### config.mk
export PLATFORM = sky130hd
export DESIGN_NAME = branch_sequencer
export DESIGN_NICKNAME = d
export VERILOG_FILES = /design/src/rtl/branch_sequencer.sv
export SDC_FILE = /design/constraint.sdc
export NUM_CORES = 1
export LEC_CHECK = 0
export CAP_MARGIN = 20
export CORE_ASPECT_RATIO = 0.7
export CORE_MARGIN = 3
export CORE_UTILIZATION = 60
export CTS_CLUSTER_DIAMETER = 60
export DETAILED_ROUTE_END_ITERATION = 7
export PLACE_DENSITY = 0.83
export SYNTH_ARGS = -nofsm -noshare
export SYNTH_HDL_FRONTEND = slang
export SYNTH_SLANG_ARGS = --single-unit
export TNS_END_PERCENT = 10
### constraint.sdc
create_clock -name clk -period 9.4 [get_ports clk]
set_input_delay 2.35 -clock clk [delete_from_list [all_inputs] [get_ports clk]]
set_output_delay 2.35 -clock clk [all_outputs]
set_load 0.05 [all_outputs]
### src/rtl/branch_sequencer.sv
// Control-flow sequencer for the 19-bit execute stage: turns resolved branch/call/ret
// events into a one-cycle PC redirect plus a fixed-length flush, backed by a return-address stack.
module branch_sequencer #(
  parameter int unsigned STACK_DEPTH  = 8,
  parameter int unsigned FLUSH_CYCLES = 2
) (
  input  logic                                 clk,
  input  logic                                 reset_n,
  input  logic                                 valid_i,
  input  logic                                 is_b_type_i,
  input  logic                                 is_call_i,
  input  logic                                 is_ret_i,
  input  logic                                 branch_taken_i,
  input  logic                                 stall_i,
  input  logic [18:0]                          pc_i,
  input  logic [18:0]                          target_i,
  output logic                                 ready_o,
  output logic                                 redirect_o,
  output logic [18:0]                          redirect_pc_o,
  output logic                                 flush_o,
  output logic [$clog2(STACK_DEPTH+1)-1:0]     depth_o,
  output logic                                 ovf_o,
  output logic                                 unf_o
);

  localparam int unsigned DW = $clog2(STACK_DEPTH + 1);
  localparam int unsigned AW = (STACK_DEPTH > 1) ? $clog2(STACK_DEPTH) : 1;
  localparam int unsigned CW = (FLUSH_CYCLES > 1) ? $clog2(FLUSH_CYCLES) : 1;
  localparam logic [DW-1:0] FULL_LEVEL = DW'(STACK_DEPTH);
  localparam logic [CW-1:0] FLUSH_LOAD = CW'(FLUSH_CYCLES - 1);

  typedef enum logic [1:0] {
    ST_IDLE,
    ST_REDIRECT,
    ST_FLUSH
  } state_t;

  state_t        state;
  state_t        state_next;
  logic [CW-1:0] flush_cnt;
  logic [CW-1:0] flush_cnt_next;

  logic [18:0]   stack_mem [STACK_DEPTH];
  logic [DW-1:0] sp;
  logic          stack_full;
  logic          stack_empty;
  logic [18:0]   stack_top;
  logic [18:0]   pc_plus1;

  logic          accept;
  logic          take_ret;
  logic          take_call;
  logic          take_br;
  logic          redirect_req;
  logic          do_push;
  logic          do_pop;
  logic [18:0]   redirect_target;

  assign ready_o     = (state == ST_IDLE) && !stall_i;
  assign accept      = valid_i && ready_o;
  assign pc_plus1    = pc_i + 19'd1;
  assign stack_full  = (sp == FULL_LEVEL);
  assign stack_empty = (sp == '0);
  assign stack_top   = stack_mem[AW'(sp - DW'(1))];

  // Ret outranks call, call outranks a conditional branch when several flags are set.
  assign take_ret  = is_ret_i;
  assign take_call = !is_ret_i && is_call_i;
  assign take_br   = !is_ret_i && !is_call_i && is_b_type_i && branch_taken_i;

  assign redirect_req = accept && (take_ret || take_call || take_br);
  assign do_push      = accept && take_call && !stack_full;
  assign do_pop       = accept && take_ret && !stack_empty;

  always_comb begin
    redirect_target = target_i;
    if (take_ret) begin
      redirect_target = stack_empty ? pc_plus1 : stack_top;
    end
  end

  always_ff @(posedge clk or negedge reset_n) begin
    if (!reset_n) begin
      state     <= ST_IDLE;
      flush_cnt <= '0;
    end else begin
      state     <= state_next;
      flush_cnt <= flush_cnt_next;
    end
  end

  always_comb begin
    state_next     = state;
    flush_cnt_next = flush_cnt;
    unique case (state)
      ST_IDLE: begin
        if (redirect_req) begin
          state_next = ST_REDIRECT;
        end
      end
      ST_REDIRECT: begin
        state_next     = ST_FLUSH;
        flush_cnt_next = FLUSH_LOAD;
      end
      ST_FLUSH: begin
        if (flush_cnt == '0) begin
          state_next = ST_IDLE;
        end else begin
          flush_cnt_next = flush_cnt - CW'(1);
        end
      end
      default: begin
        state_next = ST_IDLE;
      end
    endcase
  end

  // Outputs are registered from the next state so they line up with the state they describe.
  always_ff @(posedge clk or negedge reset_n) begin
    if (!reset_n) begin
      redirect_o    <= 1'b0;
      redirect_pc_o <= '0;
      flush_o       <= 1'b0;
    end else begin
      redirect_o <= (state_next == ST_REDIRECT);
      flush_o    <= (state_next != ST_IDLE);
      if (redirect_req) begin
        redirect_pc_o <= redirect_target;
      end
    end
  end

  always_ff @(posedge clk or negedge reset_n) begin
    if (!reset_n) begin
      sp    <= '0;
      ovf_o <= 1'b0;
      unf_o <= 1'b0;
    end else begin
      if (do_push) begin
        sp <= sp + DW'(1);
      end else if (do_pop) begin
        sp <= sp - DW'(1);
      end
      if (accept && take_call && stack_full) begin
        ovf_o <= 1'b1;
      end
      if (accept && take_ret && stack_empty) begin
        unf_o <= 1'b1;
      end
    end
  end

  // Entries are never cleared; only the pointer decides what is live.
  always_ff @(posedge clk) begin
    if (do_push) begin
      stack_mem[AW'(sp)] <= pc_plus1;
    end
  end

  assign depth_o = sp;

endmodule

==> results by group <==
Critical path
  – R2R setup slack: 5.83 ns
  – Crit-path cells: clkdlybuf4s50_1 > nor2b_1 > clkdlybuf4s50_1
  – Setup crit start: stall_i
  – Worst reg2reg path endpoint: redirect_pc_o[17]
  – Most numerous cell on the critical path: clkdlybuf4s50_1
  – Arrival time worst endpoint: 3.70 ns
  – CP max stage delay: 0.80 ns
  – Category of the most critical setup path: input pin to output port
  – CP Max Fanout: 3
  – Slowest cell on crit path: clkdlybuf4s50_1
  – WP buf/inv: 2
  – Stages on worst setup path: 3
  – Critical Path Source Type: input pin
  – FF-to-FF Start: depth_o[0]
  – Setup crit end kind: output port
  – Delay-heaviest family, CP: buffers and inverters
  – Worst Path Required: 7.05 ns
  – R2r worst-path depth: 9

Timing
  – Slew @ Worst Pin: 1.13 ns
  – Final setup fails: 0
  – Final worst-path cycle share: 64.3%
  – Tmin final: 6.05 ns
  – F_max: 165 MHz
  – Final TNS setup: 0 ns
  – Hold violation total from the final report: 0
  – Slew HR: 24.1%
  – Unrepaired setup endpoints after global routing: no
  – Max Slew Vio Count: 0
  – Skew final: 0.00876 ns
  – Setup ws final: 3.35 ns

Clocking
  – Num CTS Buffers: 17
  – H-Tree Level Count: 4
  – Hold_buf cts: 0
  – CTS tree: done
  – Worst-path clk slew: 0.07 ns
  – Clk_lat worst skew: 0.43 ns
  – Setup bufs post-CTS: 0
  – Root buf cell: clkbuf_16
  – Gates resized, CTS repair: 0
  – Bufs on Longest Clock Path: 2
  – CTS sink count: 182

Yosys
  – Synth cell count leaders: edfxtp_1 (152), nand2_1 (45), mux4_2 (31)
  – Yosys top cell area share: 58.7%
  – Ys async rst share: 16.5%
  – Yosys warns: 0
  – Cell with the most instances after synthesis: edfxtp_1
  – Sequential element share of the synthesized area: 68.4%
  – Synth area leader: edfxtp_1
  – Top_reg_cell synth: edfxtp_1
  – Seq cells post-synth: 182
  – Syn avg cell area: 16.0 sq um
  – Number of synthesized flops with an enable pin: 152
  – Post-Syn Instances: 487
  – Unique masters post-synth: 48
  – Synthesized area: 7770 sq um
  – Synth area leaders: edfxtp_1 (59%), dfrtp_1 (9.7%), mux4_2 (9.0%)
  – Syn Nets: 540

Finish
  – Area Overhead vs Synth: 19.2%
  – Layout cells sized above 1: 14.7%
  – Non-filler instance count after layout: 746
  – Final core occ: 73.8%
  – Inserted Diodes: 0
  – Final Cell Area: 9270 sq um
  – Final nets: 624

Power
  – Pwr dens: 302 nW/um^2
  – Worst vdd ir: 0.187 mV
  – Pleak: 3.23 nW

Floorplanning
  – IO Count: 74
  – Initial core utilization: 61.9%
  – Die Width: 142 um
  – Total core area: 12,500 sq um
  – Die height: 101 um
  – Row count: 34
  – Die area: 14,400 sq um

Routing
  – Drt drc: 0
  – Via count: 4,874
  – Antenna Nets Post-Route: 0
  – WL final: 18,700 um
  – Initial DRC count: 500
  – Drt wl/cell: 25.1 um
  – Drt pass-1 iters: 5
  – Vias per cell: 6.53

GRT
  – Grt total ovfl: 0
  – Pin count of the biggest net entering global routing: 47
  – Initial antenna violation count: 0
  – Total GRT Usage: 27.2%
  – Global-route wire length before repair: 28,400 um
  – Vias in the first global route: 4,923

Place
  – Placed insts: 713
  – I/O Buffers: 73
  – Post-place setup slack: 3.36 ns
  – Placed inst area: 8700 sq um
  – Post-DP HPWL: 11,200 um
  – GP Congestion: 0.835

Hold path
  – HP Start: ovf_o
  – Cells on Worst Hold Path: 1
  – Hold Path End: ovf_o
  – HP Class: register to register

Outcome
  – Outcome: completed

Job
  – Max_cap viols: 0
==> layer usage <==
metal  routed length [um]  vias up  GRT usage (%)  part of all wire, %
li1                     -     2073              -                    -
met1                 7170     2470           35.6                   38
met2                 9260      285           43.9                   50
met3                 1770       46           7.88                  9.5
met4                  494        0           10.8                  2.6
met5                    0        -              0                    0
==> power breakdown <==
group          internal, mW  switching (mW)
sequential            0.948          0.0575
combinational         0.445           0.667
clock                 0.375           0.310
total                  1.77            1.03
==> cells by family after synthesis <==
family / count (synthesis) / synth area share (%)
AO/OA/AOI/OAI: 63 / 5.02
adder cells (fa/ha/maj): 7 / 1.13
AND/OR/NAND/NOR: 137 / 8.98
XOR/XNOR: 22 / 2.48
buffers and inverters: 36 / 2.38
multiplexers: 40 / 11.6
flip-flops: 182 / 68.4
==> state kept, by name, indices dropped and copies added (netlist names) <==
| register | count |
|---|---|
| depth_o | 4 |
| flush_cnt | 1 |
| flush_o | 1 |
| ovf_o | 1 |
| redirect_o | 1 |
| redirect_pc_o | 19 |
| stack_mem | 152 |
| state | 2 |
| unf_o | 1 |
==> layout by cell type (no fill, tap or decap), drive strengths merged, types with 2 or more instances in the layout <==
| cell | count |
|---|---|
| nand3b | 3 |
| mux2i | 2 |
| inv | 16 |
| o21ai | 18 |
| clkinv | 5 |
| a21oi | 17 |
| o221a | 2 |
| and3 | 7 |
| nor2 | 20 |
| a31oi | 7 |
| edfxtp | 152 |
| nand4 | 7 |
| xor2 | 11 |
| clkdlybuf4s50 | 73 |
| mux4 | 38 |
| nand2b | 5 |
| nand3 | 18 |
| nor2b | 3 |
| nor3 | 8 |
| clkbuf | 20 |
| o22ai | 4 |
| a21o | 2 |
| nor3b | 13 |
| dfrtp | 30 |
| buf | 15 |
| ha | 7 |
| nand2 | 45 |
| o31ai | 4 |
| clkinvlp | 3 |
| nor4 | 4 |
| xnor2 | 11 |
==> worst reg2reg max path, delay by kind of cell (launching register included) <==
kind,cells,cell delay [ns]
AOI/OAI and AO/OA,2,0.32
adders and majority gates,1,0.79
buffers and inverters,3,1.35
DFF,1,0.34
muxes,1,0.37
and+or+nand+nor,2,0.31
==> worst max-delay path by stage <==
stage / end
2_1_floorplan: ready_o
3_3_place_gp: ready_o
5_1_grt: ready_o
3_5_place_dp: ready_o
6_report: ready_o
4_1_cts: ready_o
==> stage by stage <==
stage,power (mW),hold WS (ns)
final,2.80,0.464
after global routing,2.93,0.511
after CTS,2.81,0.467
after detailed placement,2.12,0.450
after global placement,2.09,0.446
after floorplan,1.81,0.516
==> cell type report <==
| class | count | area [sq um] |
|---|---|---|
| flip-flops and latches | 182 | 5320 |
| fillers | 752 | 3280 |
| multi-input cells | 269 | 2290 |
| repair buffers | 89 | 848 |
| clock buffers | 19 | 443 |
| well taps | 162 | 203 |
| clock inverters | 13 | 123 |
| inverters | 12 | 45.0 |
Power figures use the tool's default switching activity.
